## src/rtl/clksel_sequencer_if.sv

```systemverilog
// clksel_sequencer_if: presence/lock inputs and clock-mux control outputs of the clock-source supervisor
interface clksel_sequencer_if #(
  parameter int NSRC = 3,
  parameter int SELW = 2
);
  logic [NSRC-1:0] present;
  logic            pll_locked;
  logic            force_en;
  logic [SELW-1:0] force_sel;
  logic [SELW-1:0] clkselect;
  logic            core_reset;
  logic            sel_valid;
  logic [NSRC-1:0] failed;
  logic            fault;
  logic [7:0]      switch_count;
  modport master (
    input  present, pll_locked, force_en, force_sel,
    output clkselect, core_reset, sel_valid, failed, fault, switch_count
  );
  modport slave (
    output present, pll_locked, force_en, force_sel,
    input  clkselect, core_reset, sel_valid, failed, fault, switch_count
  );
endinterface

```

## src/rtl/clksel_sequencer.sv

```systemverilog
// clksel_sequencer: debounced priority clock-source selection with glitch-safe reset/switch/lock sequencing
module clksel_sequencer #(
  parameter int NSRC         = 3,
  parameter int SELW         = 2,
  parameter int DEFAULT_SRC  = 2,
  parameter int DEBOUNCE     = 1024,
  parameter int HOLD_CYC     = 64,
  parameter int SETTLE       = 256,
  parameter int LOCK_TIMEOUT = 65536
) (
  input logic rstclk,
  input logic extreset,
  clksel_sequencer_if.master bus
);
  localparam int MAXC = (LOCK_TIMEOUT > SETTLE) ? ((LOCK_TIMEOUT > HOLD_CYC) ? LOCK_TIMEOUT : HOLD_CYC)
                                                : ((SETTLE > HOLD_CYC) ? SETTLE : HOLD_CYC);
  localparam int CW = $clog2(MAXC + 1);
  localparam int DW = $clog2(DEBOUNCE + 1);
  localparam logic [SELW-1:0] DEF = SELW'(DEFAULT_SRC);
  typedef enum logic [2:0] {ST_HOLD, ST_SWITCH, ST_SETTLE, ST_WAITLOCK, ST_RUN, ST_FAULT} state_t;
  state_t state, state_n;
  logic [NSRC-1:0] ps1, ps2, deb, deb_clr, failed, failed_n;
  logic [DW-1:0] dcnt [NSRC];
  logic lk1, lk2, fault, fault_n, core_reset, sel_valid;
  logic [CW-1:0] cnt, cnt_n;
  logic [SELW-1:0] cand, cand_n, clkselect, sel_n, target;
  logic [7:0] switch_count;
  always_ff @(posedge rstclk or posedge extreset)
    if (extreset) begin
      ps1 <= '0;
      ps2 <= '0;
      lk1 <= 1'b0;
      lk2 <= 1'b0;
      deb <= '0;
      for (int i = 0; i < NSRC; i++) dcnt[i] <= '0;
    end else begin
      ps1 <= bus.present;
      ps2 <= ps1;
      lk1 <= bus.pll_locked;
      lk2 <= lk1;
      for (int i = 0; i < NSRC; i++)
        if (i != DEFAULT_SRC && ps2[i] != deb[i]) begin
          dcnt[i] <= (dcnt[i] == DW'(DEBOUNCE - 1)) ? '0 : dcnt[i] + 1'b1;
          if (dcnt[i] == DW'(DEBOUNCE - 1)) deb[i] <= ps2[i];
        end else dcnt[i] <= '0;
    end
  // a debounced unplug wipes that source's failure history
  always_comb begin
    deb_clr = '0;
    for (int i = 0; i < NSRC; i++)
      deb_clr[i] = (i != DEFAULT_SRC) && deb[i] && !ps2[i] && dcnt[i] == DW'(DEBOUNCE - 1);
  end
  always_comb begin
    target = DEF;
    for (int i = NSRC - 1; i >= 0; i--)
      target = ((i == DEFAULT_SRC || deb[i]) && !failed[i]) ? SELW'(i) : target;
    target = !bus.force_en ? target : (32'(bus.force_sel) < NSRC ? bus.force_sel : DEF);
  end
  always_comb begin
    state_n  = state;
    cnt_n    = cnt + 1'b1;
    cand_n   = cand;
    sel_n    = clkselect;
    fault_n  = fault;
    failed_n = failed & ~deb_clr;
    case (state)
      ST_HOLD: if (cnt == CW'(HOLD_CYC - 1)) begin
        state_n = ST_SWITCH;
        cnt_n   = '0;
      end
      ST_SWITCH: begin
        sel_n   = cand;
        state_n = ST_SETTLE;
        cnt_n   = '0;
      end
      ST_SETTLE: if (cnt == CW'(SETTLE - 1)) begin
        state_n = ST_WAITLOCK;
        cnt_n   = '0;
      end
      ST_WAITLOCK:
        if (lk2) begin
          state_n = ST_RUN;
          cnt_n   = '0;
        end else if (cnt == CW'(LOCK_TIMEOUT - 1)) begin
          cnt_n = '0;
          for (int i = 0; i < NSRC; i++) if (cand == SELW'(i)) failed_n[i] = 1'b1;
          state_n = (cand == DEF) ? ST_FAULT : ST_HOLD;
          fault_n = fault | (cand == DEF);
          cand_n  = DEF;
        end
      // lock loss relocks the current source and outranks a target change
      ST_RUN: begin
        cnt_n = '0;
        if (!lk2) state_n = ST_HOLD;
        else if (target != clkselect) begin
          state_n = ST_HOLD;
          cand_n  = target;
        end
      end
      default: begin
        cnt_n   = '0;
        state_n = ST_FAULT;
        sel_n   = DEF;
      end
    endcase
  end
  always_ff @(posedge rstclk or posedge extreset)
    if (extreset) begin
      state        <= ST_SETTLE;
      cnt          <= '0;
      cand         <= DEF;
      clkselect    <= DEF;
      core_reset   <= 1'b1;
      sel_valid    <= 1'b0;
      failed       <= '0;
      fault        <= 1'b0;
      switch_count <= '0;
    end else begin
      state        <= state_n;
      cnt          <= cnt_n;
      cand         <= cand_n;
      clkselect    <= sel_n;
      core_reset   <= state_n != ST_RUN;
      sel_valid    <= state_n == ST_RUN;
      failed       <= failed_n;
      fault        <= fault_n;
      switch_count <= switch_count + {7'd0, state != ST_RUN && state_n == ST_RUN};
    end
  assign bus.clkselect    = clkselect;
  assign bus.core_reset   = core_reset;
  assign bus.sel_valid    = sel_valid;
  assign bus.failed       = failed;
  assign bus.fault        = fault;
  assign bus.switch_count = switch_count;
endmodule

```

## src/flat_wrapper.sv

```systemverilog
// flat-port wrapper written by rule: the top's interface ports become plain ports
module clksel_sequencer_flat 
#(
  parameter int NSRC         = 3,
  parameter int SELW         = 2,
  parameter int DEFAULT_SRC  = 2,
  parameter int DEBOUNCE     = 1024,
  parameter int HOLD_CYC     = 64,
  parameter int SETTLE       = 256,
  parameter int LOCK_TIMEOUT = 65536
)
  (rstclk, extreset, bus_present, bus_pll_locked, bus_force_en, bus_force_sel, bus_clkselect, bus_core_reset, bus_sel_valid, bus_failed, bus_fault, bus_switch_count);
  clksel_sequencer_if #(.NSRC(NSRC), .SELW(SELW)) bus_i ();
  input logic rstclk;
  input logic extreset;
  input wire logic [$bits(bus_i.present)-1:0] bus_present;
  input wire logic [$bits(bus_i.pll_locked)-1:0] bus_pll_locked;
  input wire logic [$bits(bus_i.force_en)-1:0] bus_force_en;
  input wire logic [$bits(bus_i.force_sel)-1:0] bus_force_sel;
  output wire logic [$bits(bus_i.clkselect)-1:0] bus_clkselect;
  output wire logic [$bits(bus_i.core_reset)-1:0] bus_core_reset;
  output wire logic [$bits(bus_i.sel_valid)-1:0] bus_sel_valid;
  output wire logic [$bits(bus_i.failed)-1:0] bus_failed;
  output wire logic [$bits(bus_i.fault)-1:0] bus_fault;
  output wire logic [$bits(bus_i.switch_count)-1:0] bus_switch_count;
  assign bus_i.present = bus_present;
  assign bus_i.pll_locked = bus_pll_locked;
  assign bus_i.force_en = bus_force_en;
  assign bus_i.force_sel = bus_force_sel;
  assign bus_clkselect = bus_i.clkselect;
  assign bus_core_reset = bus_i.core_reset;
  assign bus_sel_valid = bus_i.sel_valid;
  assign bus_failed = bus_i.failed;
  assign bus_fault = bus_i.fault;
  assign bus_switch_count = bus_i.switch_count;
  clksel_sequencer #(.NSRC(NSRC), .SELW(SELW), .DEFAULT_SRC(DEFAULT_SRC), .DEBOUNCE(DEBOUNCE), .HOLD_CYC(HOLD_CYC), .SETTLE(SETTLE), .LOCK_TIMEOUT(LOCK_TIMEOUT)) u_core (.rstclk(rstclk), .extreset(extreset), .bus(bus_i));
endmodule
```

## config.mk

```make
export PLATFORM = sky130hd
export DESIGN_NAME = clksel_sequencer_flat
export DESIGN_NICKNAME = d
export VERILOG_FILES = /design/src/rtl/clksel_sequencer_if.sv /design/src/rtl/clksel_sequencer.sv /design/src/flat_wrapper.sv
export SDC_FILE = /design/constraint.sdc
export NUM_CORES = 1
export LEC_CHECK = 0
export BUFFER_PORTS_ARGS = -buffer_cell sky130_fd_sc_hd__buf_2
export CAP_MARGIN = 25
export CORE_AREA = 10 10 85 87
export CTS_CLUSTER_DIAMETER = 100
export DETAILED_ROUTE_END_ITERATION = 16
export DIE_AREA = 0 0 95 97
export GPL_TIMING_DRIVEN = 0
export PLACE_DENSITY_LB_ADDON = 0.2
export SYNTH_ARGS = -nofsm -noshare
export SYNTH_HDL_FRONTEND = slang
export SYNTH_SLANG_ARGS = --single-unit
export TNS_END_PERCENT = 10
```

## constraint.sdc

```tcl
create_clock -name rstclk -period 3.85 [get_ports rstclk]
set_clock_uncertainty 0.05 [all_clocks]
set_input_delay 0.385 -clock rstclk [delete_from_list [all_inputs] [get_ports rstclk]]
set_output_delay 0.385 -clock rstclk [all_outputs]
set_load 0.005 [all_outputs]
```

After elaboration in Yosys (flattened, before gate mapping)
Cells that the tools add are included.

cells by class
  multiplexer cells = 33
  $add $sub $neg = 4
  bitwise operators = 4
  magnitude comparators = 1
  $mul = 0
  shift operators = 0
  reductions and logical operators = 19
  equality and inequality tests = 21
  divide/modulo/power cells = 0

operators by type and width
  kind                                             number
  2-to-1 mux 17 bit                                4
  case mux 17 bit (3 select lines)                 1
  2-to-1 mux 11 bit                                4
  2-to-1 mux 3 bit                                 10
  adder 11 x 1 -> 11 bit, second input constant    2
  == test 11 x 10 -> 1 bit, second input constant  2
  adder 17 x 1 -> 17 bit, second input constant    1
  == test 17 x 16 -> 1 bit, second input constant  1
  == test 17 x 6 -> 1 bit, second input constant   1
  == test 17 x 8 -> 1 bit, second input constant   1
  2-to-1 mux 2 bit                                 8
  case mux 3 bit (5 select lines)                  1
  adder 8 x 1 -> 8 bit                             1
  case mux 2 bit (2 select lines)                  2
  logical AND 1 bit                                7
  == test 3 x 2 -> 1 bit, second input constant    2
  == test 3 bit, second input constant             2
  != test 2 x 1 -> 1 bit, second input constant    3
  != test 3 bit, second input constant             2
  AND reduction 5 bit                              1
  zero test 1 bit                                  4
  AND reduction 2 bit                              2
  OR reduction 4 bit                               1
  AND 3 bit                                        1
  15 further kinds                                 18

word-level totals
  memories = 0
  memory bits (read-only) = 0
  memory bits (writable) = 0
  latch bits = 0
  flip-flop bits (word level) = 68

Logic depth before layout (Yosys ltp)
Gate-level depths: netlist of run 1.

  word-level depth = 12
  depth in mapped cells = 14

Worst setup path before layout of run 1
OpenSTA, ideal clock, no wires.

  path type = register -> register
  from = register u_core.cnt[2]
  to = register u_core.switch_count[7], in the netlist u_core.bus.switch_count[7]
  library setup time = 0.123 ns
  slack = 1.089 ns
  data arrival time = 2.588 ns
  stages on the path, launching flop included = 15
  buffers on the path = 0
  required time = 3.677 ns
  clock period less this slack = 2.761 ns
  cell sequence = dfrtp_1 and4_1 and4_1 and3_1 ha_1 nand3b_1 a211oi_1 a221oi_2 inv_1 nor3_1 ha_1 nand2_1 nor2_1 nand2_1 xnor2_1

between the ends
  cells in the longest elaborated chain, start to end = 7

RTL lines
  what                               RTL line                 source
  start, declared                    clksel_sequencer.sv:25   logic [CW-1:0] cnt, cnt_n;
  start signal, assigned             clksel_sequencer.sv:120  cnt <= cnt_n;
  == test 17 x 16 -> 1 bit           clksel_sequencer.sv:84   end else if (cnt == CW'(LOCK_TIMEOUT - 1)) begin
  2-to-1 mux 3 bit                   clksel_sequencer.sv:84
  2-to-1 mux 3 bit                   clksel_sequencer.sv:81   if (lk2) begin
  case mux 3 bit (5 select lines) *  clksel_sequencer.sv:66   case (state)
  named net u_core.state_n[0]        clksel_sequencer.sv:21   state_t state, state_n;
  == test 3 bit *                    clksel_sequencer.sv:127  switch_count <= switch_count + {7'd0, state != ST_RUN && state_n == ST_RUN};
  logical AND 1 bit *                clksel_sequencer.sv:127
  adder 8 x 1 -> 8 bit *             clksel_sequencer.sv:127
  end signal, assigned               clksel_sequencer.sv:127
  end, declared                      clksel_sequencer.sv:27   logic [7:0] switch_count;

Mark *: on every way through the listed nets, which the timed path passes. The rest lies on a longest branch.
A chain may end at the register's enable or synchronous reset.

Worst setup path after layout of run 1
  from = register u_core.cnt[6]
  to = register u_core.switch_count[7], in the netlist u_core.bus.switch_count[7]

The elaborated chain is that of the path after synthesis.

==> flow_summary.toml, run 1 <==
[die]
die_area_sq_mm = 0.009215
die_w_um = 95
io-pin-count = 25
num_rows = 27
die_h_um = 97
initial_core_util_pct = 57.66
core_region_area_sq_mm = 0.005473

[logic_synthesis]
yosys_register_bits = 68
async_flop_share_pct = 100.0
synth_top_area_cell = "dfrtp_1"
yosys.area.top_type_share_pct = 50.75
synth_edf_count = 0
yosysUniqueCellTypes = 43
synth_ff_type = "dfrtp_1"
syn_inst = 296
yosysWarningCount = 0
yosysSeqAreaShare_pct = 54.08
synth_nets = 315
synth_area_sq_mm = 0.003156
ys_top_cells_by_area = "dfrtp_1, xor2_1, nor2_1"
syn_avg_cell_area_sq_um = 10.66

[global_routing]
grt_pass1_vias = 2314
grt.total_usage_pct = 13.60
grt_max_degree = 69
gr-total-overflow = 0
grt_pass1_wl_um = 10260
antenna_found_initial = 0

[worst_setup_path]
startpoint = "u_core.cnt[6]$_DFF_PP0_"
r2r_slack_ns = 0.63
r2r_end = "u_core.bus.switch_count[7]$_DFF_PP0_"
cp.depth = 14
slowest_delay_ns = 0.45
endpoint = "u_core.bus.switch_count[7]$_DFF_PP0_"
start_kind = "flip-flop"
worst_setup_path_end_kind = "flip-flop"
crit_type = "reg -> reg"
arrival_ns = 3.41
cp_max_fo = 7
cp_top_family = "simple AND/OR/NAND/NOR gates"
cpMaxStageDelayCell = "dfrtp_1"
path_buf_inv = 1
regToRegStartpoint = "u_core.cnt[6]$_DFF_PP0_"
r2r_cells = 14
cp.required_ns = 4.04
crit_path_cell_trace = "and4_1, and4_1, and3_1, ha_1, nand3b_1, a211oi_1, a221oi_2, inv_1, nor3_1, ha_1, nand2_1, nor2_1, nand2_1, xnor2_1"

[placed_design]
dp_hpwl_um = 3851
port_buffers = 23
pre_cts_slack_ns = 0.6980
gp_congestion = 0.7854

[cts]
cts_setup_buffers = 0
root_buffer = "clkbuf_8"
clockBufferDepth = 2
clk_latency_ns = 0.35
clkSinkCount = 68
clkTransAtPathRegs_ns = 0.08
cts_tree = "done"
h-tree-depth = 3
hold_buffers = 0
cts_made_buffers = 9
cts_resized = 0

[drt]
post_drt_wl_per_cell_um = 13.96
vias_per_cell = 5.361
dr_total_vias = 2182
ant_nets = 0
first_pass_iters = 4
drc = 0
drt_iter0_markers = 128
routed_wl_um = 5681

[timing]
slew_headroom_pct = 46.92
period_needed_ns = 3.220
setup_ws_ns = 0.6298
fmax_ghz = 0.3105
post-route-period-util_pct = 83.64
rsz0062_at_grt = "no"
finalSetupViolations = 0
timing.setup.tns_ns = 0
finalHoldViolCount = 0
drv_slew = 0
tightest_slew_ns = 0.7962

[job]
cap_violations = 0

[status]
run_status = "finished, final reports clean"

[power]
powerDensity_mw_per_mm2 = 424.9
ir_drop_uv = 252.1
p_leak_uw = 0.001775

[finish]
antenna_cells = 0
final_util_pct = 66.28
final_cell_mix = "dfrtp_1, nor2_1, xor2_1, buf_2, nand2_1"
layout_commonest_cell = "dfrtp_1"
drive_above_1_share_pct = 16.42
area_growth_pct = 14.95
fin_nets = 349

[min_path]
min_path_type = "in -> reg"
min_from = "bus_present[0]"
## worst reg2reg max path: cells and delay by family (launching register included)
kind,cells,cell delay [ns]
flops,1,0.45
compound gates,2,0.37
xor+xnor,1,0.12
buf+inv,1,0.09
fa+ha+maj,2,0.50
simple gates,8,1.54
## through the flow
step	instances	instance area, sq um	total power [uW]	hold slack (ns)
2_1_floorplan	296	3156	772.7	0.2812
3_3_place_gp	391	3361	785.3	0.2838
3_5_place_dp	391	3363	787.1	0.2847
4_1_cts	407	3627	1557	0.07668
5_1_grt	407	3627	1596	0.07897
6_report	407	3627	1541	0.08799
## Yosys cell counts (2+ instances only)
cell	count
a21oi_1	2
a22oi_1	2
a32o_1	2
and2_1	2
and3_1	7
and3b_1	2
and4_1	7
clkbuf_1	3
dfrtp_1	64
dfstp_2	4
ha_1	10
inv_1	15
nand2_1	21
nand3_1	16
nand4_1	7
nor2_1	51
nor2b_1	5
nor3_1	4
o21ai_0	3
o31ai_1	2
o32a_1	2
o41ai_1	2
or2_2	5
or3_1	2
xnor2_1	16
xor2_1	23
## sequential cells by signal, indices dropped and copies added (netlist names)
register	count
u_core.ps1	2
u_core.bus.core_reset	1
u_core.bus.sel_valid	1
u_core.lk2	1
u_core.cand	2
u_core.bus.fault	1
u_core.lk1	1
u_core.cnt	17
u_core.ps2	2
u_core.dcnt	22
u_core.state	3
u_core.bus.failed	3
u_core.bus.switch_count	8
u_core.deb	2
u_core.bus.clkselect	2
## layer usage
layer | vias up | track usage [%] | share of wire (%)
met5 | - | 0 | 0
met4 | 0 | 7.323 | 2.5
met3 | 14 | 4.703 | 4.5
met2 | 43 | 19.80 | 45
met1 | 1048 | 17.17 | 48
li1 | 1077 | - | -
## logic make-up after synthesis
logic type | after synthesis | synth area share, %
XOR/XNOR | 39 | 10.82
buffers and inverters | 19 | 2.617
adder cells (fa/ha/maj) | 10 | 3.965
AO/OA/AOI/OAI | 25 | 7.137
multiplexers | 2 | 0.6741
flip-flops | 68 | 54.08
AND/OR/NAND/NOR | 133 | 20.70
## power breakdown
part	internal, uW	switching [uW]	total (uW)	leakage, uW
Sequential	723	7.88	731	0.000906
Combinational	13.4	27.5	40.9	0.000742
Clock	497	272	769	0.000127
## worst min-delay path by stage
stage | end | slack (ns) | cells after the start
floorplan | u_core.lk2$_DFF_PP0_ | 0.28 | 0
global placement | u_core.ps2[0]$_DFF_PP0_ | 0.28 | 0
detailed placement | u_core.ps2[0]$_DFF_PP0_ | 0.28 | 0
CTS | u_core.ps1[0]$_DFF_PP0_ | 0.08 | 1
global route | u_core.ps1[1]$_DFF_PP0_ | 0.08 | 1
finish | u_core.ps1[0]$_DFF_PP0_ | 0.09 | 1
## area by class of cell
class | instances | area, sq um
timing repair buffer | 23 | 115.1
tap | 72 | 90.09
clock buffer | 10 | 127.6
clock inverter | 6 | 136.4
inverter | 15 | 58.81
buffer | 4 | 26.28
sequential | 68 | 1707
fill | 440 | 1846
multi-input combinational | 209 | 1366
No activity file was read; power rests on OpenSTA's default activity.
==> inputs of run 2 (changes only) <==
- ABC_AREA: not set -> 1
- CORE_AREA: 10 10 85 87 -> 10 10 87 89
- DIE_AREA: 0 0 95 97 -> 0 0 97 99
- clock period: 3.85 -> 3.38 ns (I/O delays scaled with it)
==> run 2 against run 1 <==
  * Core utilization shrank 0.92 points
  * Final cell count grew 33%
  * Maximum frequency grew 24%
  * Register-to-register slack gained 0.14 ns
  * Highest routed layer unchanged
==> flow_summary.toml, run 2 <==
[status]
run_status = "finished, final reports clean"

[min_path]
holdPathStages = 1
hold_end = "u_core.lk1$_DFF_PP0_"
min_path_type = "in -> reg"
min_from = "bus_pll_locked"

[timing]
drv_slew = 0
finalHoldViolCount = 0
rsz0062_at_grt = "no"
slew_headroom_pct = 46.26
post-route-period-util_pct = 77.10
holdWs_ns = 0.06269
tightest_slew_ns = 0.8061
period_needed_ns = 2.606
finalSetupViolations = 0
timing.setup.tns_ns = 0
fmax_ghz = 0.3837

[worst_setup_path]
cp.required_ns = 3.54
start_kind = "flip-flop"
cp_max_fo = 5
r2r_cells = 15
worst_setup_path_end_kind = "flip-flop"
crit_type = "reg -> reg"
arrival_ns = 2.76
r2r_slack_ns = 0.77
regToRegStartpoint = "u_core.cnt[0]$_DFF_PP0_"
r2r_end = "u_core.bus.sel_valid$_DFF_PP0_"

[placed_design]
dpl.cell_count = 524
dp_hpwl_um = 4875
place_area_sq_mm = 0.003651
port_buffers = 23
gp_congestion = 0.8642

[power]
p_leak_uw = 0.001966
total_power_uw = 1456
ir_drop_uv = 255.0
powerDensity_mw_per_mm2 = 380.8

[logic_synthesis]
synth_top_area_cell = "dfrtp_1"
async_flop_share_pct = 100.0
synth_edf_count = 0
synth_ff_type = "dfrtp_1"
yosysUniqueCellTypes = 31
yosys.area.top_type_share_pct = 46.56
syn_inst = 426
yosys_register_bits = 68
yosysWarningCount = 0
yosysMostFrequentCell = "nand2_1"
synth_area_sq_mm = 0.003440
ys_top_cells_by_area = "dfrtp_1, nand2_1, inv_1"
yosysSeqAreaShare_pct = 49.62
synth_nets = 445
syn_avg_cell_area_sq_um = 8.074
synth_common_cells = "nand2_1, inv_1, dfrtp_1"

[finish]
final_cell_mix = "nand2_1, inv_1, dfrtp_1"
final_area_sq_mm = 0.003824
drive_above_1_share_pct = 11.83
fin_nets = 479
largest_register_ffs = 22
regMostFlops = "u_core.dcnt"
area_growth_pct = 11.17
layout_commonest_cell = "nand2_1"
antenna_cells = 0
fin_cells = 540
top_regs = "u_core.dcnt x22, u_core.cnt x17, u_core.bus.switch_count x8"

[cts]
clockBufferDepth = 2
clk_latency_ns = 0.34
root_buffer = "clkbuf_8"
clkSinkCount = 68
cts_resized = 0
cts_tree = "done"
cts_made_buffers = 9
cts_setup_buffers = 0
hold_buffers = 0
h-tree-depth = 3
clkTransAtPathRegs_ns = 0.07

[global_routing]
antenna_found_initial = 0
grt_max_degree = 69
grt_pass1_vias = 2782
grt.total_usage_pct = 14.33
gr-total-overflow = 0
grt_pass1_wl_um = 11740

[die]
die_w_um = 97
core_region_area_sq_mm = 0.005851
die_area_sq_mm = 0.009603
initial_core_util_pct = 58.79
die_h_um = 99
num_rows = 28
io-pin-count = 25

[drt]
drt_iter0_markers = 86
ant_nets = 0
routed_wl_um = 6505
vias_per_cell = 5.130
drc = 0
dr_total_vias = 2770
post_drt_wl_per_cell_um = 12.05
first_pass_iters = 4

[job]
cap_violations = 0
==> run 2: cell types whose count changed after synthesis, moves of 7 or more <==
cell	before	now
a21oi_1	2	16
xnor2_1	16	1
nor3_1	4	20
and4_1	7	0
xor2_1	23	12
nor2_1	51	62
inv_1	15	70
nand3_1	16	30
nand2_1	21	87
==> run 2: stage by stage <==
stage | util (%) | setup slack, ns
final | 65.35 | 0.7739
after global routing | 65.35 | 0.3941
after CTS | 65.35 | 0.7475
after detailed placement | 62.40 | 0.7858
after global placement | 62.36 | 0.4847
after floorplan | - | 1.215
==> run 2: where the power goes <==
part / switching [uW] / internal [uW] / total, uW
Clock: 277 / 305 / 582
Combinational: 33.4 / 11.2 / 44.6
Sequential: 6.15 / 823 / 829
==> run 2: worst max path at each step <==
stage,to,slack (ns),startpoint,cells past startpoint
after global placement,u_core.dcnt[19]$_DFF_PP0_,0.48,extreset,2
after global routing,u_core.bus.core_reset$_DFF_PP1_,0.39,u_core.cnt[0]$_DFF_PP0_,16
final,u_core.bus.sel_valid$_DFF_PP0_,0.77,u_core.cnt[0]$_DFF_PP0_,15
after CTS,u_core.bus.sel_valid$_DFF_PP0_,0.75,u_core.cnt[0]$_DFF_PP0_,15
after floorplan,u_core.bus.sel_valid$_DFF_PP0_,1.22,u_core.cnt[0]$_DFF_PP0_,15
after detailed placement,u_core.bus.sel_valid$_DFF_PP0_,0.79,u_core.cnt[0]$_DFF_PP0_,15
==> run 2: layer usage <==
| metal | part of all wire [%] | track usage, % |
|---|---|---|
| met3 | 3.0 | 4.539 |
| met4 | 1.1 | 5.108 |
| met2 | 52 | 25.93 |
| met5 | 0 | 0 |
| met1 | 44 | 15.34 |
==> run 2: area by class of cell <==
class | count | area [sq um]
plain buffers | 2 | 7.507
clock buffers | 14 | 162.7
clock inverters | 2 | 10.01
fillers | 492 | 2027
inverters | 70 | 265.3
multi-input cells | 286 | 1463
flip-flops and latches | 68 | 1707
well taps | 75 | 93.84
repair buffers | 23 | 115.1
==> run 2: critical path: stages (launching register included) <==
cell     delay [ns]
dfrtp_1        0.37
ha_1           0.24
nand3_1        0.18
nor2_2         0.21
nand3_1        0.16
nor2_2         0.17
nand3_1        0.12
inv_1          0.09
ha_1           0.19
inv_1          0.05
nor2_1         0.09
nand2_1        0.08
nor2_1         0.17
nor2_1         0.09
nand4_1        0.14
a21oi_1        0.06
==> run 2: cell families (layout without fill, tap and decap cells) <==
logic type      count (synthesis)  in the layout  synth area share (%)
compound gates                 30             30                 4.911
xor+xnor                       13             13                 3.310
fa+ha+maj                      10             10                 3.638
buf+inv                        72            111                 7.857
flops                          68             68                 49.62
simple gates                  233            233                 30.67
